===== config.mk =====
export PLATFORM = sky130hd
export DESIGN_NAME = mem_xfer_engine_flat
export DESIGN_NICKNAME = d
export VERILOG_FILES = /design/src/rtl/mem_xfer_engine_if.sv /design/src/rtl/mem_xfer_engine.sv /design/src/flat_wrapper.sv
export SDC_FILE = /design/constraint.sdc
export NUM_CORES = 1
export LEC_CHECK = 0
export BUFFER_PORTS_ARGS = -buffer_cell sky130_fd_sc_hd__buf_2
export CORE_ASPECT_RATIO = 1.25
export CORE_UTILIZATION = 56
export CTS_CLUSTER_SIZE = 24
export DETAILED_ROUTE_END_ITERATION = 10
export PLACE_DENSITY = 0.81
export SYNTH_ARGS = -nofsm -noshare
export SYNTH_HDL_FRONTEND = slang
export SYNTH_SLANG_ARGS = --single-unit

===== constraint.sdc =====
create_clock -name clk -period 5 [get_ports clk]
set_input_delay 1 -clock clk [delete_from_list [all_inputs] [get_ports clk]]
set_output_delay 1 -clock clk [all_outputs]
set_load 0.05 [all_outputs]

===== src/rtl/mem_xfer_engine_if.sv =====
// Control, status and memory-port bundle for mem_xfer_engine.
// master = engine side, slave = controller / memory side.
interface mem_xfer_engine_if #(
   parameter int ADDR_W = 6,
   parameter int DATA_W = 32
);
   // start is a request pulse honoured only while busy is low; done pulses for one
   // cycle at completion. rd_cs/wr_cs are single-cycle strobes with no back-pressure.
   logic              start;
   logic              abort;
   logic [ADDR_W-1:0] src_base;
   logic [ADDR_W-1:0] dst_base;
   logic [ADDR_W-1:0] len;
   logic [1:0]        mode;
   logic              busy;
   logic              done;
   logic              aborted;
   logic [DATA_W-1:0] sum;
   logic              rd_cs;
   logic [ADDR_W-1:0] rd_addr;
   logic [DATA_W-1:0] rd_data;
   logic              wr_cs;
   logic [ADDR_W-1:0] wr_addr;
   logic [DATA_W-1:0] wr_data;
   logic [1:0]        fsm_state;

   modport master (
      input  start, abort, src_base, dst_base, len, mode, rd_data,
      output busy, done, aborted, sum, rd_cs, rd_addr, wr_cs, wr_addr, wr_data, fsm_state
   );

   modport slave (
      output start, abort, src_base, dst_base, len, mode, rd_data,
      input  busy, done, aborted, sum, rd_cs, rd_addr, wr_cs, wr_addr, wr_data, fsm_state
   );
endinterface


===== src/rtl/mem_xfer_engine.sv =====
// Memory sweep engine: reads a source window, accumulates a running sum and
// writes mode-transformed data to a destination window.
module mem_xfer_engine #(
   parameter int ADDR_W = 6,
   parameter int DATA_W = 32,
   parameter int RD_LAT = 1
) (
   input  logic               clk,
   input  logic               reset,
   mem_xfer_engine_if.master  bus
);
   localparam logic [1:0] IDLE   = 2'd0;
   localparam logic [1:0] ISSUE  = 2'd1;
   localparam logic [1:0] DRAIN  = 2'd2;
   localparam logic [1:0] FINISH = 2'd3;
   localparam int HALF = DATA_W / 2;
   localparam logic [ADDR_W:0] ONE  = {{ADDR_W{1'b0}}, 1'b1};
   localparam logic [ADDR_W:0] FULL = {1'b1, {ADDR_W{1'b0}}};

   logic [1:0]        state;
   logic [ADDR_W-1:0] src_q;
   logic [ADDR_W-1:0] dst_q;
   logic [ADDR_W:0]   n_q;
   logic [ADDR_W:0]   cnt;
   logic [1:0]        mode_q;
   logic              aborted_q;
   logic              wr_cs_q;
   logic [ADDR_W-1:0] wr_addr_q;
   logic [DATA_W-1:0] wr_data_q;
   logic [DATA_W-1:0] sum_q;
   logic [DATA_W-1:0] xform;
   logic [RD_LAT-1:0] vld_pipe;
   logic [ADDR_W-1:0] off_pipe [RD_LAT];
   logic              issue;
   logic              last_rd;
   logic              ret_vld;

   // A cycle with abort high in ISSUE issues no read.
   assign issue   = (state == ISSUE) && !bus.abort;
   assign last_rd = issue && (cnt == n_q - ONE);
   assign ret_vld = vld_pipe[RD_LAT-1];

   always_comb begin
      xform = bus.rd_data;
      case (mode_q)
         2'b01:   xform = {bus.rd_data[HALF-1:0], bus.rd_data[HALF-1:0]};
         2'b10:   xform = ~bus.rd_data;
         default: xform = bus.rd_data;
      endcase
   end

   always_ff @(posedge clk or posedge reset) begin
      if (reset) begin
         state     <= IDLE;
         src_q     <= '0;
         dst_q     <= '0;
         n_q       <= '0;
         cnt       <= '0;
         mode_q    <= '0;
         aborted_q <= 1'b0;
         wr_cs_q   <= 1'b0;
         wr_addr_q <= '0;
         wr_data_q <= '0;
         sum_q     <= '0;
         vld_pipe  <= '0;
         for (int i = 0; i < RD_LAT; i++) off_pipe[i] <= '0;
      end else begin
         // Offset travels alongside its valid bit so the write lands at dst_base+offset.
         vld_pipe[0] <= issue;
         off_pipe[0] <= cnt[ADDR_W-1:0];
         for (int i = 1; i < RD_LAT; i++) begin
            vld_pipe[i] <= vld_pipe[i-1];
            off_pipe[i] <= off_pipe[i-1];
         end

         wr_cs_q <= ret_vld && (mode_q != 2'b11);
         if (ret_vld) begin
            sum_q <= sum_q + bus.rd_data;
            if (mode_q != 2'b11) begin
               wr_addr_q <= dst_q + off_pipe[RD_LAT-1];
               wr_data_q <= xform;
            end
         end

         case (state)
            IDLE: begin
               if (bus.start) begin
                  src_q     <= bus.src_base;
                  dst_q     <= bus.dst_base;
                  mode_q    <= bus.mode;
                  n_q       <= (bus.len == '0) ? FULL : {1'b0, bus.len};
                  cnt       <= '0;
                  sum_q     <= '0;
                  aborted_q <= 1'b0;
                  state     <= ISSUE;
               end
            end
            ISSUE: begin
               if (bus.abort) begin
                  aborted_q <= 1'b1;
                  state     <= DRAIN;
               end else begin
                  cnt <= cnt + ONE;
                  if (last_rd) state <= DRAIN;
               end
            end
            // Empty pipeline means the final write was registered and is on the bus now.
            DRAIN:   if (vld_pipe == '0) state <= FINISH;
            FINISH:  state <= IDLE;
            default: state <= IDLE;
         endcase
      end
   end

   assign bus.busy      = (state == ISSUE) || (state == DRAIN);
   assign bus.done      = (state == FINISH);
   assign bus.aborted   = aborted_q;
   assign bus.sum       = sum_q;
   assign bus.rd_cs     = issue;
   assign bus.rd_addr   = src_q + cnt[ADDR_W-1:0];
   assign bus.wr_cs     = wr_cs_q;
   assign bus.wr_addr   = wr_addr_q;
   assign bus.wr_data   = wr_data_q;
   assign bus.fsm_state = state;
endmodule


===== src/flat_wrapper.sv =====
// flat-port wrapper written by rule: the top's interface ports become plain ports
module mem_xfer_engine_flat 
#(
   parameter int ADDR_W = 6,
   parameter int DATA_W = 32,
   parameter int RD_LAT = 1
)
  (clk, reset, bus_start, bus_abort, bus_src_base, bus_dst_base, bus_len, bus_mode, bus_rd_data, bus_busy, bus_done, bus_aborted, bus_sum, bus_rd_cs, bus_rd_addr, bus_wr_cs, bus_wr_addr, bus_wr_data, bus_fsm_state);
  mem_xfer_engine_if #(.ADDR_W(ADDR_W), .DATA_W(DATA_W)) bus_i ();
  input  logic clk;
  input  logic reset;
  input wire logic [$bits(bus_i.start)-1:0] bus_start;
  input wire logic [$bits(bus_i.abort)-1:0] bus_abort;
  input wire logic [$bits(bus_i.src_base)-1:0] bus_src_base;
  input wire logic [$bits(bus_i.dst_base)-1:0] bus_dst_base;
  input wire logic [$bits(bus_i.len)-1:0] bus_len;
  input wire logic [$bits(bus_i.mode)-1:0] bus_mode;
  input wire logic [$bits(bus_i.rd_data)-1:0] bus_rd_data;
  output wire logic [$bits(bus_i.busy)-1:0] bus_busy;
  output wire logic [$bits(bus_i.done)-1:0] bus_done;
  output wire logic [$bits(bus_i.aborted)-1:0] bus_aborted;
  output wire logic [$bits(bus_i.sum)-1:0] bus_sum;
  output wire logic [$bits(bus_i.rd_cs)-1:0] bus_rd_cs;
  output wire logic [$bits(bus_i.rd_addr)-1:0] bus_rd_addr;
  output wire logic [$bits(bus_i.wr_cs)-1:0] bus_wr_cs;
  output wire logic [$bits(bus_i.wr_addr)-1:0] bus_wr_addr;
  output wire logic [$bits(bus_i.wr_data)-1:0] bus_wr_data;
  output wire logic [$bits(bus_i.fsm_state)-1:0] bus_fsm_state;
  assign bus_i.start = bus_start;
  assign bus_i.abort = bus_abort;
  assign bus_i.src_base = bus_src_base;
  assign bus_i.dst_base = bus_dst_base;
  assign bus_i.len = bus_len;
  assign bus_i.mode = bus_mode;
  assign bus_i.rd_data = bus_rd_data;
  assign bus_busy = bus_i.busy;
  assign bus_done = bus_i.done;
  assign bus_aborted = bus_i.aborted;
  assign bus_sum = bus_i.sum;
  assign bus_rd_cs = bus_i.rd_cs;
  assign bus_rd_addr = bus_i.rd_addr;
  assign bus_wr_cs = bus_i.wr_cs;
  assign bus_wr_addr = bus_i.wr_addr;
  assign bus_wr_data = bus_i.wr_data;
  assign bus_fsm_state = bus_i.fsm_state;
  mem_xfer_engine #(.ADDR_W(ADDR_W), .DATA_W(DATA_W), .RD_LAT(RD_LAT)) u_core (.clk(clk), .reset(reset), .bus(bus_i));
endmodule

=== Word-level counts from Yosys, hierarchy flattened ===
Cells that the tools add are included.
W data, S select, Z words.

* Word-level logic and storage cells: 60
* Output and inout port bits: 83
* Input port bits: 56
* Register bits: 109

* Eq/ne operators: 12
* Reductions and logical operators: 13
* Bitwise gates (word level): 1
* Add/sub/neg operators: 5
* Muxes and demuxes: 16

{| class="wikitable"
|+ Operator list
! operator !! count
|-
| $mux W32 || 3
|-
| $pmux W32 S2 || 1
|-
| $add A32 B32 Y32 || 1
|-
| $not A32 Y32 || 1
|-
| $mux W7 || 3
|-
| $pmux W7 S2 || 1
|-
| $add A6 B6 Y6 || 2
|-
| $ne A2 B2 Y1 const B || 5
|-
| $reduce_and A3 Y1 || 3
|-
| $mux W2 || 4
|-
| $pmux W2 S4 || 1
|-
| $add A7 B1 Y7 const B || 1
|-
| $eq A7 B7 Y1 || 1
|-
| $sub A7 B1 Y7 const B || 1
|-
| $eq A2 B2 Y1 const B || 3
|-
| $logic_not A6 Y1 || 1
|-
| $eq A2 B1 Y1 const B || 2
|-
| $reduce_and A2 Y1 || 2
|-
| $logic_and A1 B1 Y1 || 3
|-
| $ne A3 B2 Y1 const B || 1
|-
| $logic_not A2 Y1 || 1
|-
| $mux W1 || 2
|-
| $pmux W1 S2 || 1
|-
| $reduce_bool A2 Y1 || 1
|-
| other kinds (2) || 2
|}

=== Depth between registers and ports, before layout ===
* Word-level depth: 6
* Depth in mapped cells: 10
* Mapped depth without buffers: 10

=== Least setup slack after synthesis ===
Ideal clock, no wire load.

* Path type: in2reg
* Start point: in bus_rd_data[0]
* End point: reg u_core.sum_q[24], in the netlist u_core.bus.sum[24]
* Path buffers: 0
* Data required time: 4863 ps
* Stages on the path: 10
* Arrival: 2980 ps
* Setup time: 137 ps
* Path slack: 1884 ps
* Cell sequence: ha_1 > fa_1 > a211oi_4 > o21ai_2 > a221oi_4 > o22ai_2 > nand3b_1 > a41o_1 > xnor2_1 > a21oi_1

* Cells in the longest elaborated chain, start to end: 4

{| class="wikitable"
|+ RTL lines
! what !! RTL line !! RTL
|-
| start: declaration || flat_wrapper.sv:18 || <nowiki>input wire logic [$bits(bus_i.rd_data)-1:0] bus_rd_data;</nowiki>
|-
| $add A32 B32 Y32 (*) || mem_xfer_engine.sv:78 || <nowiki>sum_q <= sum_q + bus.rd_data;</nowiki>
|-
| $mux W32 (*) || mem_xfer_engine.sv:77 || <nowiki>if (ret_vld) begin</nowiki>
|-
| $mux W32 || mem_xfer_engine.sv:87 || <nowiki>if (bus.start) begin</nowiki>
|-
| $mux W32 (*) || mem_xfer_engine.sv:85 || <nowiki>case (state)</nowiki>
|-
| end signal: assignment || mem_xfer_engine.sv:78 ||
|-
| end: declaration || mem_xfer_engine.sv:30 || <nowiki>logic [DATA_W-1:0] sum_q;</nowiki>
|}

Every way passes the cells marked *; elsewhere a longest branch is shown, timed or not.
A chain may end at the register's enable or synchronous reset.

=== Worst setup path after layout ===
* Start point: reg u_core.cnt[1]
* End point: out bus_rd_addr[5]

* Cells in the longest elaborated chain, start to end: 1

{| class="wikitable"
|+ RTL lines
! what !! RTL line !! RTL
|-
| start: declaration || mem_xfer_engine.sv:24 || <nowiki>logic [ADDR_W:0] cnt;</nowiki>
|-
| start signal: assignment || mem_xfer_engine.sv:103 || <nowiki>cnt <= cnt + ONE;</nowiki>
|-
| $add A6 B6 Y6 || mem_xfer_engine.sv:120 || <nowiki>assign bus.rd_addr = src_q + cnt[ADDR_W-1:0];</nowiki>
|-
| end: declaration || flat_wrapper.sv:24 || <nowiki>output wire logic [$bits(bus_i.rd_addr)-1:0] bus_rd_addr;</nowiki>
|}

Every way passes these cells.

==> results.cfg <==
[status]
status = finished, final reports clean

[finish]
final_cell_mix = buf_2, nand2_1, dfrtp_1, a21oi_1, nor2_1
layout_commonest_cell = buf_2
area_growth_pct = 15.5
drive_gt1_frac = 0.202
antennaDiodeCount = 0
fill_cells = 1052
ff_latch_area_mm2 = 0.00273
multi_input_area_mm2 = 0.00402
finalNetCount = 1034

[synthesis]
avgSynthCellArea_um2 = 8.63
synth_seq_cells = 109
synth_flop_cell = dfrtp_1
synth_top_family_by_area = compound AO/OA/AOI/OAI gates
syn_area_mm2 = 0.00701
synthXorXnorAreaFrac = 0.0574
syn-num-nets = 922
synth_edf_count = 0
synth.area.top_cells = dfrtp_1, ha_1, nand2_1
async_reset_ff_frac = 1.00
yosys.area.top_type = dfrtp_1
yosysSeqAreaShare = 0.389
yosysTopAreaCellShare = 0.389
yosys.area_share.simple = 0.182
syn-instance-count = 813
yosysWarnings = 0
synth.distinct_cells = 73
synthAdderAreaFrac = 0.0978
synthMuxAreaShare = 0.0218
synth_compound_area_frac = 0.213

[clock_network]
postCtsResizedCells = 0
cts_root_buffer = clkbuf_16
cts_made_buffers = 9
clock_sinks = 109
clk_latency_ns = 0.36
cts-hold-fix-buffers = 0
cts_tree = yes
clkTransAtPathRegs_ns = 0.08
postCtsSetupRepairBufs = 0
cts.htree.levels = 3
clockBufferDepth = 2

[worst_setup_path]
crit_fanout = 8
crit_path_start_kind = flop
path_class = flop to output port
cpMaxStageDelayCell = dfrtp_1
worstPathRequired_ns = 4.00
crit_chain = ha_1 > a21o_1 > a21oi_1 > o21bai_1 > a21oi_1 > xnor2_1 > buf_2
crit_arrival_ns = 2.32
cp-end-kind = output port
cp_slowest_stage_delay_ns = 0.50
cp_common_cell = a21oi_1

[die]
io_pins = 139
die_h_um = 127
dieArea_mm2 = 0.0130
core_mm2 = 0.0122
dieWidth_um = 102
start_util = 0.577
rows = 45

[sta]
setup_viol = 0
setup_tns_ns = 0
rsz0062_at_grt = no
max_freq_ghz = 0.301
fin_worst_skew_ns = 0.0109
tightest_slew_ns = 1.00
drv_slew = 0
timing.hold.ws_ns = 0.482
relSlewSlack = 0.331
hold_violations = 0
fin_crit_sh = 0.664
layout_min_cycle_time_ns = 3.32

[power_and_ir_drop]
p_leak_nw = 4.05
p_clk_frac = 0.131
total_power_mw = 5.96
net-switching-power_mw = 3.21
powerDensity_mw_per_mm2 = 735
pwr-share-comb = 0.618
p_seq_frac = 0.250
switching_share = 0.538
vdd_drop_max_v = 0.000444
p_int_mw = 2.75

[grt]
grt_max_degree = 77
grt_pass1_vias = 5802
groute.usage.overall = 0.288
grt_overflow = 0
grt_pass1_wl_um = 28700
antenna_found_initial = 0

[drt]
wirelength_um = 17800
dr.pass1.iters = 5
via_count = 6167
ant_nets = 0
vias_per_cell = 5.64
wl_per_cell_um = 16.3
drtIter0Drc = 287
drc_errors = 0

[flow_run]
maxCapViolCount = 0

[placed_design]
numPortBuffers = 138
routabilityCongestion = 0.942
dpl.hpwl_um = 13600

[hold_path]
hp-class = flop to flop
[routing by layer]
| metal | vias to the layer above | global-route usage | part of all wire |
|---|---|---|---|
| met5 | - | 0 | 0 |
| met4 | 0 | 0.187 | 0.061 |
| met3 | 50 | 0.0443 | 0.053 |
| met2 | 195 | 0.486 | 0.48 |
| met1 | 2867 | 0.336 | 0.40 |
| li1 | 3055 | - | - |
[layout make-up]
class	count	share of cell area
clock buffer	9	0.0278
clock inverter	7	0.0124
inverter	26	0.0124
multi-input combinational	636	0.496
sequential	109	0.337
tap	164	0.0253
timing repair buffer	143	0.0899
[power groups by stage]
stage / combinational [mW] / sequential, mW / clock (mW)
floorplan: 2.10 / 2.31 / 0
global placement: 3.62 / 1.50 / 0
detailed placement: 3.67 / 1.51 / 0
CTS: 3.69 / 1.49 / 0.786
global route: 4.03 / 1.54 / 0.823
finish: 3.69 / 1.49 / 0.783
[sequential cells by signal, indices dropped and copies added (netlist names), 2 cells and up]
register / cells
u_core.bus.sum: 32
u_core.bus.fsm_state: 2
u_core.src_q: 6
u_core.mode_q: 2
u_core.bus.wr_data: 32
u_core.dst_q: 6
u_core.n_q: 7
u_core.off_pipe: 6
u_core.cnt: 7
u_core.bus.wr_addr: 6
[kinds of logic (layout without fill, tap and decap cells)]
logic type      count (synthesis)  count (layout)
simple gates                  282             282
compound gates                240             240
flops                         109             109
buf+inv                        68             185
fa+ha+maj                      53              53
xor+xnor                       46              46
mux                            15              15
[worst max-delay path, delay by kind of cell (launching register included)]
family	cells	cell delay, ns
xor gates and xnor gates	1	0.14
adders and majority gates	1	0.33
AOI/OAI and AO/OA	4	0.71
buffers and inverters	1	0.28
DFF	1	0.50
[through the flow]
stage | setup slack, ns | instance area [um2] | std cells | util
finish | 1.68 | 8100 | 1094 | 0.666
global placement | 1.53 | 7780 | 1078 | 0.640
floorplan | 1.13 | 7010 | 813 | -
detailed placement | 1.49 | 7780 | 1078 | 0.640
global route | 1.53 | 8100 | 1094 | 0.666
CTS | 1.67 | 8100 | 1094 | 0.666
[final timing paths]
path                                         from                      to  slack [ns]  cells past startpoint
min                        u_core.bus.wr_data[19]  u_core.bus.wr_data[19]        0.48                      2
max reg2reg                     u_core.bus.sum[0]      u_core.bus.sum[28]        2.18                     10
max in group asynchronous                   reset       u_core.bus.sum[8]        3.15                      3
max                                 u_core.cnt[1]          bus_rd_addr[5]        1.68                      7
min reg2reg                u_core.bus.wr_data[19]  u_core.bus.wr_data[19]        0.48                      2
min in group asynchronous                   reset  u_core.bus.wr_data[16]        0.81                      2
[synthesized netlist by cell type, types with 4 or more instances]
cell,n
inv_1,25
xnor2_1,31
xor2_1,15
dfrtp_1,109
nand2b_1,20
clkbuf_1,29
ha_1,50
buf_1,4
a21oi_1,96
o21ai_1,18
nand2_1,137
a211oi_1,7
nand3b_1,6
o21ai_0,54
nor3_1,11
o21bai_1,10
a21o_1,16
nand3_1,19
nand4_1,5
nor2_1,59
mux2i_1,13
buf_2,8
Power figures use the tool's default switching activity.
